[config.mk]
export PLATFORM = sky130hd
export DESIGN_NAME = cla_pipe_adder_flat
export DESIGN_NICKNAME = d
export VERILOG_FILES = /design/src/rtl/cla_pkg.sv /design/src/rtl/cla_pipe_adder_if.sv /design/src/rtl/cla_group.sv /design/src/rtl/cla_pipe_adder.sv /design/src/flat_wrapper.sv
export SDC_FILE = /design/constraint.sdc
export NUM_CORES = 1
export LEC_CHECK = 0
export ABC_AREA = 1
export CAP_MARGIN = 20
export CORE_ASPECT_RATIO = 0.9
export CORE_MARGIN = 10
export CORE_UTILIZATION = 30
export CTS_CLUSTER_SIZE = 12
export DETAILED_ROUTE_END_ITERATION = 7
export GPL_ROUTABILITY_DRIVEN = 0
export HOLD_SLACK_MARGIN = 0.03
export PLACE_DENSITY = 0.53
export SYNTH_ARGS = -nofsm -noshare
export SYNTH_HDL_FRONTEND = slang
export SYNTH_SLANG_ARGS = --single-unit
export TNS_END_PERCENT = 5
[constraint.sdc]
create_clock -name clk -period 3.5 [get_ports clk]
set_clock_uncertainty 0.05 [all_clocks]
set_input_delay 0.35 -clock clk [delete_from_list [all_inputs] [get_ports clk]]
set_output_delay 0.35 -clock clk [all_outputs]
set_load 0.03 [all_outputs]
[src/rtl/cla_pkg.sv]
// Shared types and lookahead helpers for the pipelined carry-lookahead adder.
// PGW bounds the widest P/G vector the lookahead helper accepts.
package cla_pkg;

    localparam int PGW = 16;

    typedef struct packed {
        logic p;
        logic g;
    } pg_t;

    function automatic int nstg_of(input int width, input int group, input int gps);
        return width / (group * gps);
    endfunction

    function automatic bit cfg_ok(input int width, input int group, input int gps);
        return (group > 0) && (gps > 0) && (group <= PGW) && (gps <= PGW) &&
               ((width % (group * gps)) == 0);
    endfunction

    // Carry into position pos, written as the flat sum of products
    // G[j]&P[j+1..pos-1] plus cin&P[0..pos-1], so no ripple is implied.
    function automatic logic carry_at(input logic [PGW-1:0] p, input logic [PGW-1:0] g,
                                      input logic cin, input int pos);
        logic c;
        logic term;
        term = cin;
        for (int k = 0; k < PGW; k++) begin
            if (k < pos) term = term & p[k];
        end
        c = term;
        for (int j = 0; j < PGW; j++) begin
            if (j < pos) begin
                term = g[j];
                for (int k = 0; k < PGW; k++) begin
                    if ((k > j) && (k < pos)) term = term & p[k];
                end
                c = c | term;
            end
        end
        return c;
    endfunction

endpackage

[src/rtl/cla_pipe_adder_if.sv]
// Streaming operand/result bus of cla_pipe_adder; the sub signal exists only
// when CLA_PIPE_SUB_EN is defined.
interface cla_pipe_adder_if #(
    parameter int WIDTH = 16
);
    logic             in_valid;
    logic             in_ready;
    logic [WIDTH-1:0] a;
    logic [WIDTH-1:0] b;
    logic             cin;
`ifdef CLA_PIPE_SUB_EN
    logic             sub;
`endif
    logic             out_valid;
    logic             out_ready;
    logic [WIDTH-1:0] sum;
    logic             cout;
    logic             ovf;

    modport master (
`ifdef CLA_PIPE_SUB_EN
        output sub,
`endif
        output in_valid, a, b, cin, out_ready,
        input  in_ready, out_valid, sum, cout, ovf
    );

    modport slave (
`ifdef CLA_PIPE_SUB_EN
        input  sub,
`endif
        input  in_valid, a, b, cin, out_ready,
        output in_ready, out_valid, sum, cout, ovf
    );
endinterface

[src/rtl/cla_group.sv]
// One combinational lookahead group: sum bits plus group propagate/generate
// for the second-level lookahead.
module cla_group
    import cla_pkg::*;
#(
    parameter int GROUP = 4
) (
    input  logic [GROUP-1:0] a,
    input  logic [GROUP-1:0] b,
    input  logic             cin,
    output logic [GROUP-1:0] s,
    output pg_t              pg
);
    logic [GROUP-1:0] pv;
    logic [GROUP-1:0] gv;
    logic [GROUP-1:0] c;

    assign pv = a ^ b;
    assign gv = a & b;

    for (genvar gi = 0; gi < GROUP; gi++) begin : g_carry
        assign c[gi] = carry_at(PGW'(pv), PGW'(gv), cin, gi);
    end

    assign s    = pv ^ c;
    assign pg.p = &pv;
    // Group generate is the carry out with a zero carry-in.
    assign pg.g = carry_at(PGW'(pv), PGW'(gv), 1'b0, GROUP);
endmodule

[src/rtl/cla_pipe_adder.sv]
// Pipelined carry-lookahead adder with valid/ready flow control.
// Define CLA_PIPE_SUB_EN to add the sub port (a - b via inverted b and forced carry-in).
module cla_pipe_adder
    import cla_pkg::*;
#(
    parameter int WIDTH = 16,
    parameter int GROUP = 4,
    parameter int GPS   = 1
) (
    input  logic             clk,
    input  logic             rst_n,
    cla_pipe_adder_if.slave  bus
);
    localparam int SW   = GROUP * GPS;
    localparam int NSTG = nstg_of(WIDTH, GROUP, GPS);

    if (!cfg_ok(WIDTH, GROUP, GPS)) begin : g_cfg_err
        $error("cla_pipe_adder: WIDTH must be a multiple of GROUP*GPS, GROUP and GPS within PGW");
    end

    // Stage k register: remaining operand bits, sum bits formed so far, carry out of slice k.
    logic [NSTG-1:0]  v_reg;
    logic [WIDTH-1:0] a_reg [NSTG];
    logic [WIDTH-1:0] b_reg [NSTG];
    logic [WIDTH-1:0] s_reg [NSTG];
    logic             c_reg [NSTG];
    logic             ovf_reg;

    logic [NSTG-1:0]  v_next;
    logic [WIDTH-1:0] a_next [NSTG];
    logic [WIDTH-1:0] b_next [NSTG];
    logic [WIDTH-1:0] s_next [NSTG];
    logic             c_next [NSTG];
    logic             ovf_next;
    logic [NSTG-1:0]  rdy;

    // A stage can take new content when it is empty or its content leaves this cycle.
    always_comb begin
        logic r;
        r   = bus.out_ready;
        rdy = '0;
        for (int k = NSTG - 1; k >= 0; k--) begin
            r      = !v_reg[k] || r;
            rdy[k] = r;
        end
    end

    for (genvar gi = 0; gi < NSTG; gi++) begin : g_stage
        logic             c_in;
        logic [WIDTH-1:0] s_prev;
        logic [WIDTH-1:0] s_loc;
        logic [SW-1:0]    s_slice;
        logic [GPS:0]     gc;
        pg_t  [GPS-1:0]   gpg;
        logic [GPS-1:0]   gp;
        logic [GPS-1:0]   gg;

        if (gi == 0) begin : g_head
            assign a_next[gi] = bus.a;
`ifdef CLA_PIPE_SUB_EN
            assign b_next[gi] = bus.b ^ {WIDTH{bus.sub}};
            assign c_in       = bus.cin | bus.sub;
`else
            assign b_next[gi] = bus.b;
            assign c_in       = bus.cin;
`endif
            assign s_prev     = '0;
            assign v_next[gi] = bus.in_valid;
        end else begin : g_body
            assign a_next[gi] = a_reg[gi-1];
            assign b_next[gi] = b_reg[gi-1];
            assign c_in       = c_reg[gi-1];
            assign s_prev     = s_reg[gi-1];
            assign v_next[gi] = v_reg[gi-1];
        end

        assign gc[0] = c_in;
        for (genvar gj = 0; gj < GPS; gj++) begin : g_grp
            cla_group #(
                .GROUP (GROUP)
            ) u_grp (
                .a   (a_next[gi][gi*SW + gj*GROUP +: GROUP]),
                .b   (b_next[gi][gi*SW + gj*GROUP +: GROUP]),
                .cin (gc[gj]),
                .s   (s_slice[gj*GROUP +: GROUP]),
                .pg  (gpg[gj])
            );
            assign gp[gj]    = gpg[gj].p;
            assign gg[gj]    = gpg[gj].g;
            assign gc[gj+1]  = carry_at(PGW'(gp), PGW'(gg), c_in, gj + 1);
        end

        always_comb begin
            s_loc = s_prev;
            s_loc[gi*SW +: SW] = s_slice;
        end

        assign s_next[gi] = s_loc;
        assign c_next[gi] = gc[GPS];

        if (gi == NSTG - 1) begin : g_tail
            // Carry into the MSB recovered from its sum bit: c = s ^ a ^ b.
            assign ovf_next = s_slice[SW-1] ^ a_next[gi][WIDTH-1] ^ b_next[gi][WIDTH-1] ^ gc[GPS];
        end
    end

    always_ff @(posedge clk) begin
        if (!rst_n) begin
            v_reg   <= '0;
            ovf_reg <= 1'b0;
            for (int k = 0; k < NSTG; k++) begin
                a_reg[k] <= '0;
                b_reg[k] <= '0;
                s_reg[k] <= '0;
                c_reg[k] <= 1'b0;
            end
        end else begin
            for (int k = 0; k < NSTG; k++) begin
                if (rdy[k]) begin
                    v_reg[k] <= v_next[k];
                    if (v_next[k]) begin
                        a_reg[k] <= a_next[k];
                        b_reg[k] <= b_next[k];
                        s_reg[k] <= s_next[k];
                        c_reg[k] <= c_next[k];
                    end
                end
            end
            if (rdy[NSTG-1] && v_next[NSTG-1]) begin
                ovf_reg <= ovf_next;
            end
        end
    end

    assign bus.in_ready  = rdy[0];
    assign bus.out_valid = v_reg[NSTG-1];
    assign bus.sum       = s_reg[NSTG-1];
    assign bus.cout      = c_reg[NSTG-1];
    assign bus.ovf       = ovf_reg;
endmodule

[src/flat_wrapper.sv]
// flat-port wrapper written by rule: the top's interface ports become plain ports
module cla_pipe_adder_flat import cla_pkg::*;
#(
    parameter int WIDTH = 16,
    parameter int GROUP = 4,
    parameter int GPS   = 1
)
  (clk, rst_n, bus_in_valid, bus_a, bus_b, bus_cin, bus_out_ready, bus_in_ready, bus_out_valid, bus_sum, bus_cout, bus_ovf);
  cla_pipe_adder_if #(.WIDTH(WIDTH)) bus_i ();
  input  logic clk;
  input  logic rst_n;
  input wire logic [$bits(bus_i.in_valid)-1:0] bus_in_valid;
  input wire logic [$bits(bus_i.a)-1:0] bus_a;
  input wire logic [$bits(bus_i.b)-1:0] bus_b;
  input wire logic [$bits(bus_i.cin)-1:0] bus_cin;
  input wire logic [$bits(bus_i.out_ready)-1:0] bus_out_ready;
  output wire logic [$bits(bus_i.in_ready)-1:0] bus_in_ready;
  output wire logic [$bits(bus_i.out_valid)-1:0] bus_out_valid;
  output wire logic [$bits(bus_i.sum)-1:0] bus_sum;
  output wire logic [$bits(bus_i.cout)-1:0] bus_cout;
  output wire logic [$bits(bus_i.ovf)-1:0] bus_ovf;
  assign bus_i.in_valid = bus_in_valid;
  assign bus_i.a = bus_a;
  assign bus_i.b = bus_b;
  assign bus_i.cin = bus_cin;
  assign bus_i.out_ready = bus_out_ready;
  assign bus_in_ready = bus_i.in_ready;
  assign bus_out_valid = bus_i.out_valid;
  assign bus_sum = bus_i.sum;
  assign bus_cout = bus_i.cout;
  assign bus_ovf = bus_i.ovf;
  cla_pipe_adder #(.WIDTH(WIDTH), .GROUP(GROUP), .GPS(GPS)) u_core (.clk(clk), .rst_n(rst_n), .bus(bus_i));
endmodule
==> flow_metrics.tcl <==
set metrics [dict create \
    finish.net_count 527 \
    mostFrequentLayoutCell "sky130_fd_sc_hd__inv_1" \
    critPathCaptureType "output pin" \
    grt-ovfl-total 0 \
    fin_crit_sh_pct 64.18 \
    final.setup.tns_ps 0 \
    io-pin-count 57 \
    largest_register_ff_count 40 \
    synth_xor_area_share_pct 0.9840 \
    design_area_um2 5479 \
    critPathRequiredTime_ps 3100 \
    crit-reg2reg-launch "u_core.v_reg[3]" \
    muxShareOfSynthArea_pct 0 \
    synth-simple-area-share_pct 14.37 \
    hold_path_depth 2 \
    ctsLongestPathBuffers 2 \
    timing.fmax_mhz 445.2 \
    critical_path_buf_inv_count 3 \
    initial_antenna_violation_count 0 \
    tritoncts.num_buffers 9 \
    timing.final.setup_violations 0 \
    layout-drive-gt1-share_pct 5.520 \
    timing.final.max_slew_violations 0 \
    netlist_top_cells_area "sky130_fd_sc_hd__edfxtp_1 62%, sky130_fd_sc_hd__inv_1 8.3%, sky130_fd_sc_hd__nor2_1 7.6%" \
    wl_um 6767 \
    wl_per_cell_um 10.12 \
    cts-resized-gates 0 \
    synth_adder_area_share_pct 7.422 \
    yosys.cell_types.count 25 \
    total_of_hold_buffers_inserted_after_clock_tree_synthesis 0 \
    synthDominantCellAreaShare_pct 62.07 \
    dr.pass1.iters 5 \
    syn_to_final_growth_pct 23.11 \
    rows 42 \
    synth_top_family_by_area "simple AND/OR/NAND/NOR gates" \
    die_h_um 135.6 \
    cp-start-kind "input port" \
    placed_area_um2 5206 \
    drc 0 \
    htree_num_levels 3 \
    reg2reg_setup_slack_ps 1680 \
    antennaDiodeCount 0 \
    clock_latency_ps 340 \
    drt_antenna_net_count 0 \
    synthesis.instances 408 \
    critical_path.reg2reg.endpoint "u_core.s_reg[1][7]" \
    grt_setup_unrepaired "false" \
    timing_hold_violations_final 0 \
    fp.dieArea_um2 20110 \
    gr-usage-all-layers_pct 7.262 \
    number_of_violations_reported_at_the_end_of_detailed_routing_iteration_0 135 \
    min-delay-path-class "flop to flop" \
    kind_of_critical_path "input port to output pin" \
    starting_density_pct 30.46 \
    pwr_density_cell_nw_per_um2 457.1 \
    post-route-util_pct 37.50 \
    rr_worst_depth 6 \
    syn-num-nets 469 \
    maxSlewHeadroom_pct 34.75 \
    die_width_um 148.4 \
    synthesis.yosys.warnings 0 \
    critical_path_slowest_stage_cell "sky130_fd_sc_hd__clkdlybuf4s50_1" \
    synth.avg_cell_area_um2 10.91 \
    cts.reportedPaths.clkPinSlew_ps 60 \
    clock_tree_from_tritoncts "done" \
    max_stage_delay_ps 590 \
    outcome "complete, no violations" \
    clock_tree.root_cell "sky130_fd_sc_hd__clkbuf_16" \
    cts.sink_count 97 \
    grt_pass1_vias 2648 \
    post_drt_via_cell_ratio 3.818 \
    synth_compound_area_share_pct 2.868 \
    critPathMaxFanout 4 \
    synth-seq-area-share_pct 64.32 \
    critical_path.cell_chain "clkdlybuf4s50_1 -> nor2_4 -> nand3_4 -> nor2_4 -> inv_2 -> clkdlybuf4s50_1" \
    core-area_um2 14610 \
    synth_area_leader_cell "sky130_fd_sc_hd__edfxtp_1" \
    cap_viol_max_count 0 \
    worst_pin_slew_ps 976.4 \
    timing.hold.worst.start "u_core.bus.ovf" \
    grt_first_pass_wirelength_um 12000 \
    vdd.ir_drop.worst_mv 0.2160 \
    critical_path_arrival_ps 1850 \
    cts_post_setup_buffers_inserted 0 \
    grt_max_degree 30 \
    hold_ws_ps 474.3 \
    p_leak_nw 2.282 \
    netlist_area_um2 4451 \
    critical_path.top_delay_family "buffers and inverters" \
    layout_common_cells "99 x sky130_fd_sc_hd__inv_1, 92 x sky130_fd_sc_hd__edfxtp_1, 90 x sky130_fd_sc_hd__nor2_1" \
    holdPathEnd "u_core.bus.ovf" \
    layout_min_cycle_time_ps 2246 \
    ys_ff_latch 97 \
    detailedPlacementHpwl_um 5167 \
    dr_total_vias 2554 \
    io_buffer_count 56 \
]
==> per-stage QoR <==
step,setup slack [ps],power (mW),cells
floorplan,231.3,1.554,408
global placement,1053,1.647,653
detailed placement,1026,1.650,653
CTS,1238,2.538,669
global route,1152,2.630,669
finish,1254,2.504,669
==> synth_stat cells, drive strengths merged <==
| library cell | instances |
|---|---|
| ha | 20 |
| o21ai | 4 |
| o21bai | 1 |
| a21oi | 11 |
| nand3 | 18 |
| edfxtp | 92 |
| xnor2 | 5 |
| dfxtp | 5 |
| o21a | 3 |
| nand4 | 3 |
| inv | 100 |
| a31oi | 3 |
| fa | 4 |
| nor3b | 4 |
| buf | 11 |
| nand2 | 32 |
| nor2 | 92 |
==> metal layers <==
metal | vias to the layer above | GRT usage [%] | wire (um)
met5 | - | 0 | 0
met4 | 0 | 3.465 | 119
met3 | 7 | 2.906 | 341
met2 | 55 | 10.46 | 2774
met1 | 1090 | 9.309 | 3532
li1 | 1402 | - | -
==> cells by family after synthesis <==
logic type      after synthesis
simple gates                149
buf+inv                     111
flops                        97
fa+ha+maj                    24
compound gates               22
xor+xnor                      5
==> worst min-delay path, delay by kind of cell (launching register included) <==
kind,cells,cell delay [ps]
DFF,1,320
and+or+nand+nor,2,160
==> worst max path at each step <==
stage / depth (start not counted) / slack, ps / to / startpoint
after floorplan: 5 / 230 / u_core.a_reg[0][10] / u_core.v_reg[3]
after global placement: 4 / 1050 / u_core.s_reg[1][7] / rst_n
after detailed placement: 4 / 1030 / u_core.s_reg[1][7] / rst_n
after CTS: 6 / 1240 / bus_in_ready / bus_out_ready
after global routing: 4 / 1150 / u_core.s_reg[1][7] / rst_n
final: 6 / 1250 / bus_in_ready / bus_out_ready
==> report_power, final <==
part / internal (mW) / total [mW] / switching (mW)
sequential: 1.34 / 1.37 / 0.0245
clock: 0.479 / 0.885 / 0.406
combinational: 0.109 / 0.250 / 0.141
==> final cells by class <==
type	instances	area, um2
inverters	100	375.4
multi-input cells	200	1145
repair buffers	58	575.6
flip-flops and latches	97	2863
fillers	1482	9130
clock inverters	7	47.55
clock buffers	9	225.2
well taps	198	247.7
No activity file was read; power rests on OpenSTA's default activity.
==> RTL edit, RTL diff (same flow settings) <==
`WIDTH` is set to 16 in 3 places; all go to 32.
--- a/src/rtl/cla_pipe_adder_if.sv
+++ b/src/rtl/cla_pipe_adder_if.sv
@@ -3,3 +3,3 @@
 interface cla_pipe_adder_if #(
-    parameter int WIDTH = 16
+    parameter int WIDTH = 32
 );
--- a/src/rtl/cla_pipe_adder.sv
+++ b/src/rtl/cla_pipe_adder.sv
@@ -5,3 +5,3 @@
 #(
-    parameter int WIDTH = 16,
+    parameter int WIDTH = 32,
     parameter int GROUP = 4,
--- a/src/flat_wrapper.sv
+++ b/src/flat_wrapper.sv
@@ -3,3 +3,3 @@
 #(
-    parameter int WIDTH = 16,
+    parameter int WIDTH = 32,
     parameter int GROUP = 4,
Ports: changed (resized bus_a, bus_b and bus_sum); port bits go from 57 to 105. No check against the original RTL was run, so the function may have changed too.
==> RTL edit against the unedited design <==
  * Fmax is 22% lower
  * Cell area grew to 3.5 times the old value
  * Hold slack worse by 0.23 ns
  * Sequential cell count is 288 higher
  * Area after synthesis grew to 3.6 times the old value
  * Via count grew to 3.3 times the old value
  * First-iteration DRC count grew to 3.7 times the old value
  * Total power grew to 4.1 times the old value
  * Global-route usage is 0.75 points higher
  * Setup slack worse by 0.65 ns
  * Critical path depth is 2 higher
  * Wire length grew to 3.7 times the old value
  * Count of clock-buffer cells in the layout is 48 higher
  * Critical path type is now reg -> out
  * Largest cell class unchanged
==> RTL edit: results (changes against the unedited design) <==
Synth
  – Top post-synthesis cells by area: edfxtp_1, inv_1, nor2_1, ha_1, nand2_1 (unchanged)
  – Unique masters post-synth: 29 (was 25)
  – Post-synth EDFFs: 371 (was 92)
  – Syn_nets: 1,504 (was 469)
  – Synth top cells by count: inv_1, edfxtp_1, nor2_1, nand2_1, ha_1 (unchanged)
  – Sequential area share after synthesis: 0.711 (was 0.643)

Min path
  – Min-delay src: rst_n (was u_core.bus.ovf)
  – Hold WC Path Type: in -> reg (was reg -> reg)

Place
  – I/O Buffers: 104 (was 56)
  – Cell Area, Placed: 17,900 µm² (was 5210 µm²)
  – Final HPWL DP: 17.2 mm (was 5.17 mm)

Power
  – Max IR drop VDD: 0.307 mV (was 0.216 mV)
  – Pwr dens: 529 nW/µm² (was 457 nW/µm²)

Cells and area
  – Fraction of layout cells with a size suffix above 1: 0.0666 (was 0.0552)
  – Nets: 1,629 (was 527)
  – Fillers: 5,167 (was 1,482)

Routing
  – WL met2: 11.0 mm (was 2.77 mm)
  – Met1 wire length: 12.3 mm (was 3.53 mm)
  – Drt pass-1 iters: 4 (was 5)
  – Post-DR wirelength/cell: 11.2 µm (was 10.1 µm)
  – Routed vias/inst: 3.74 (was 3.82)
  – Initial DRC count: 501 (was 135)

Setup path
  – CP startpoint: u_core.v_reg[7] (was bus_out_ready)
  – Crit-path max cell delay: 0.65 ns (was 0.59 ns)
  – Top delay family on crit path: simple AND/OR/NAND/NOR gates (was buffers and inverters)
  – Crit path kind: reg -> out (was in -> out)

STA
  – Worst slew pin tran: 1.01 ns (was 0.976 ns)

Clock network
  – Total CTS buffers: 43 (was 9)
  – H-tree levels: 2 (was 3)
  – CTS Buffer Depth: 3 (was 2)

Status
  – Status: finished clean (unchanged)

Global routing
  – Largest net degree at the start of global routing: 72 (was 30)
  – GRT Overall Usage: 0.0801 (was 0.0726)
  – Vias in the first global route: 8,655 (was 2,648)
  – First-pass GRT wire length: 42.8 mm (was 12.0 mm)
[RTL edit: changes by cell type in the layout (fill, tap and decap cells not counted), sizes merged, moves of 5 or more]
| cell | unedited run | this run |
|---|---|---|
| a21oi | 11 | 26 |
| buf | 2 | 17 |
| clkbuf | 9 | 57 |
| clkdlybuf4s50 | 56 | 103 |
| clkinv | 5 | 19 |
| dfxtp | 5 | 14 |
| edfxtp | 92 | 371 |
| ha | 20 | 40 |
| inv | 100 | 384 |
| nand2 | 32 | 117 |
| nor2 | 92 | 318 |
| o21ai | 4 | 15 |
| xnor2 | 5 | 10 |
[RTL edit: area by class of cell]
type	count	area (µm²)	share of cell area
Clock buffer	57	1170	0.0609
Multi-Input combinational cell	578	2960	0.154
Inverter	384	1440	0.0750
Sequential cell	385	11400	0.594
Timing Repair Buffer	120	1190	0.0621
Tap cell	697	872	0.0454
Clock inverter	22	169	0.00879
[RTL edit: metrics by stage]
stage                     cells  utilization  setup slack, ns  hold slack, ns  power [mW]
after floorplan            1387            -           0.0503           0.423        5.82
after global placement     2164        0.338            0.576           0.438        6.05
after detailed placement   2164        0.338            0.558           0.438        6.06
after CTS                  2243        0.363            0.553           0.218        10.3
after global routing       2243        0.363            0.435           0.258        10.6
final                      2243        0.363            0.608           0.240        10.2
[RTL edit: per-layer routing]
layer  vias up  global-route usage
met5         -                   0
met2       133               0.128
met1      3676               0.103
met3        44              0.0217
met4         0              0.0270
li1       4535                   -
[RTL edit: cell families after synthesis]
kind of cell / count (synthesis) / share of synthesized area
simple gates: 463 / 0.116
buf+inv: 424 / 0.106
flops: 385 / 0.711
compound gates: 53 / 0.0179
fa+ha+maj: 48 / 0.0411
xor+xnor: 14 / 0.00763
[RTL edit: power breakdown]
part,internal (mW),switching (mW)
clock,2.50,1.71
combinational,0.227,0.363
sequential,5.29,0.0694
total,8.01,2.15
[RTL edit: final timing paths]
check,depth (start not counted),slack (ns),end
max reg2reg,10,1.04,u_core.b_reg[1][28]
min,3,0.24,u_core.c_reg[0]
min reg2reg,2,0.45,u_core.s_reg[6][14]
max,8,0.61,bus_in_ready
[RTL edit: worst register-to-register path: stages (launching register included)]
cell and delay [ns]:
dfxtp_1 0.32, inv_1 0.06, nor2_4 0.16, nand3_2 0.14
nor2_2 0.18, nand2_2 0.13, nor2_4 0.16, inv_1 0.10
nand2_1 0.12, nand2_2 0.36, buf_4 0.41
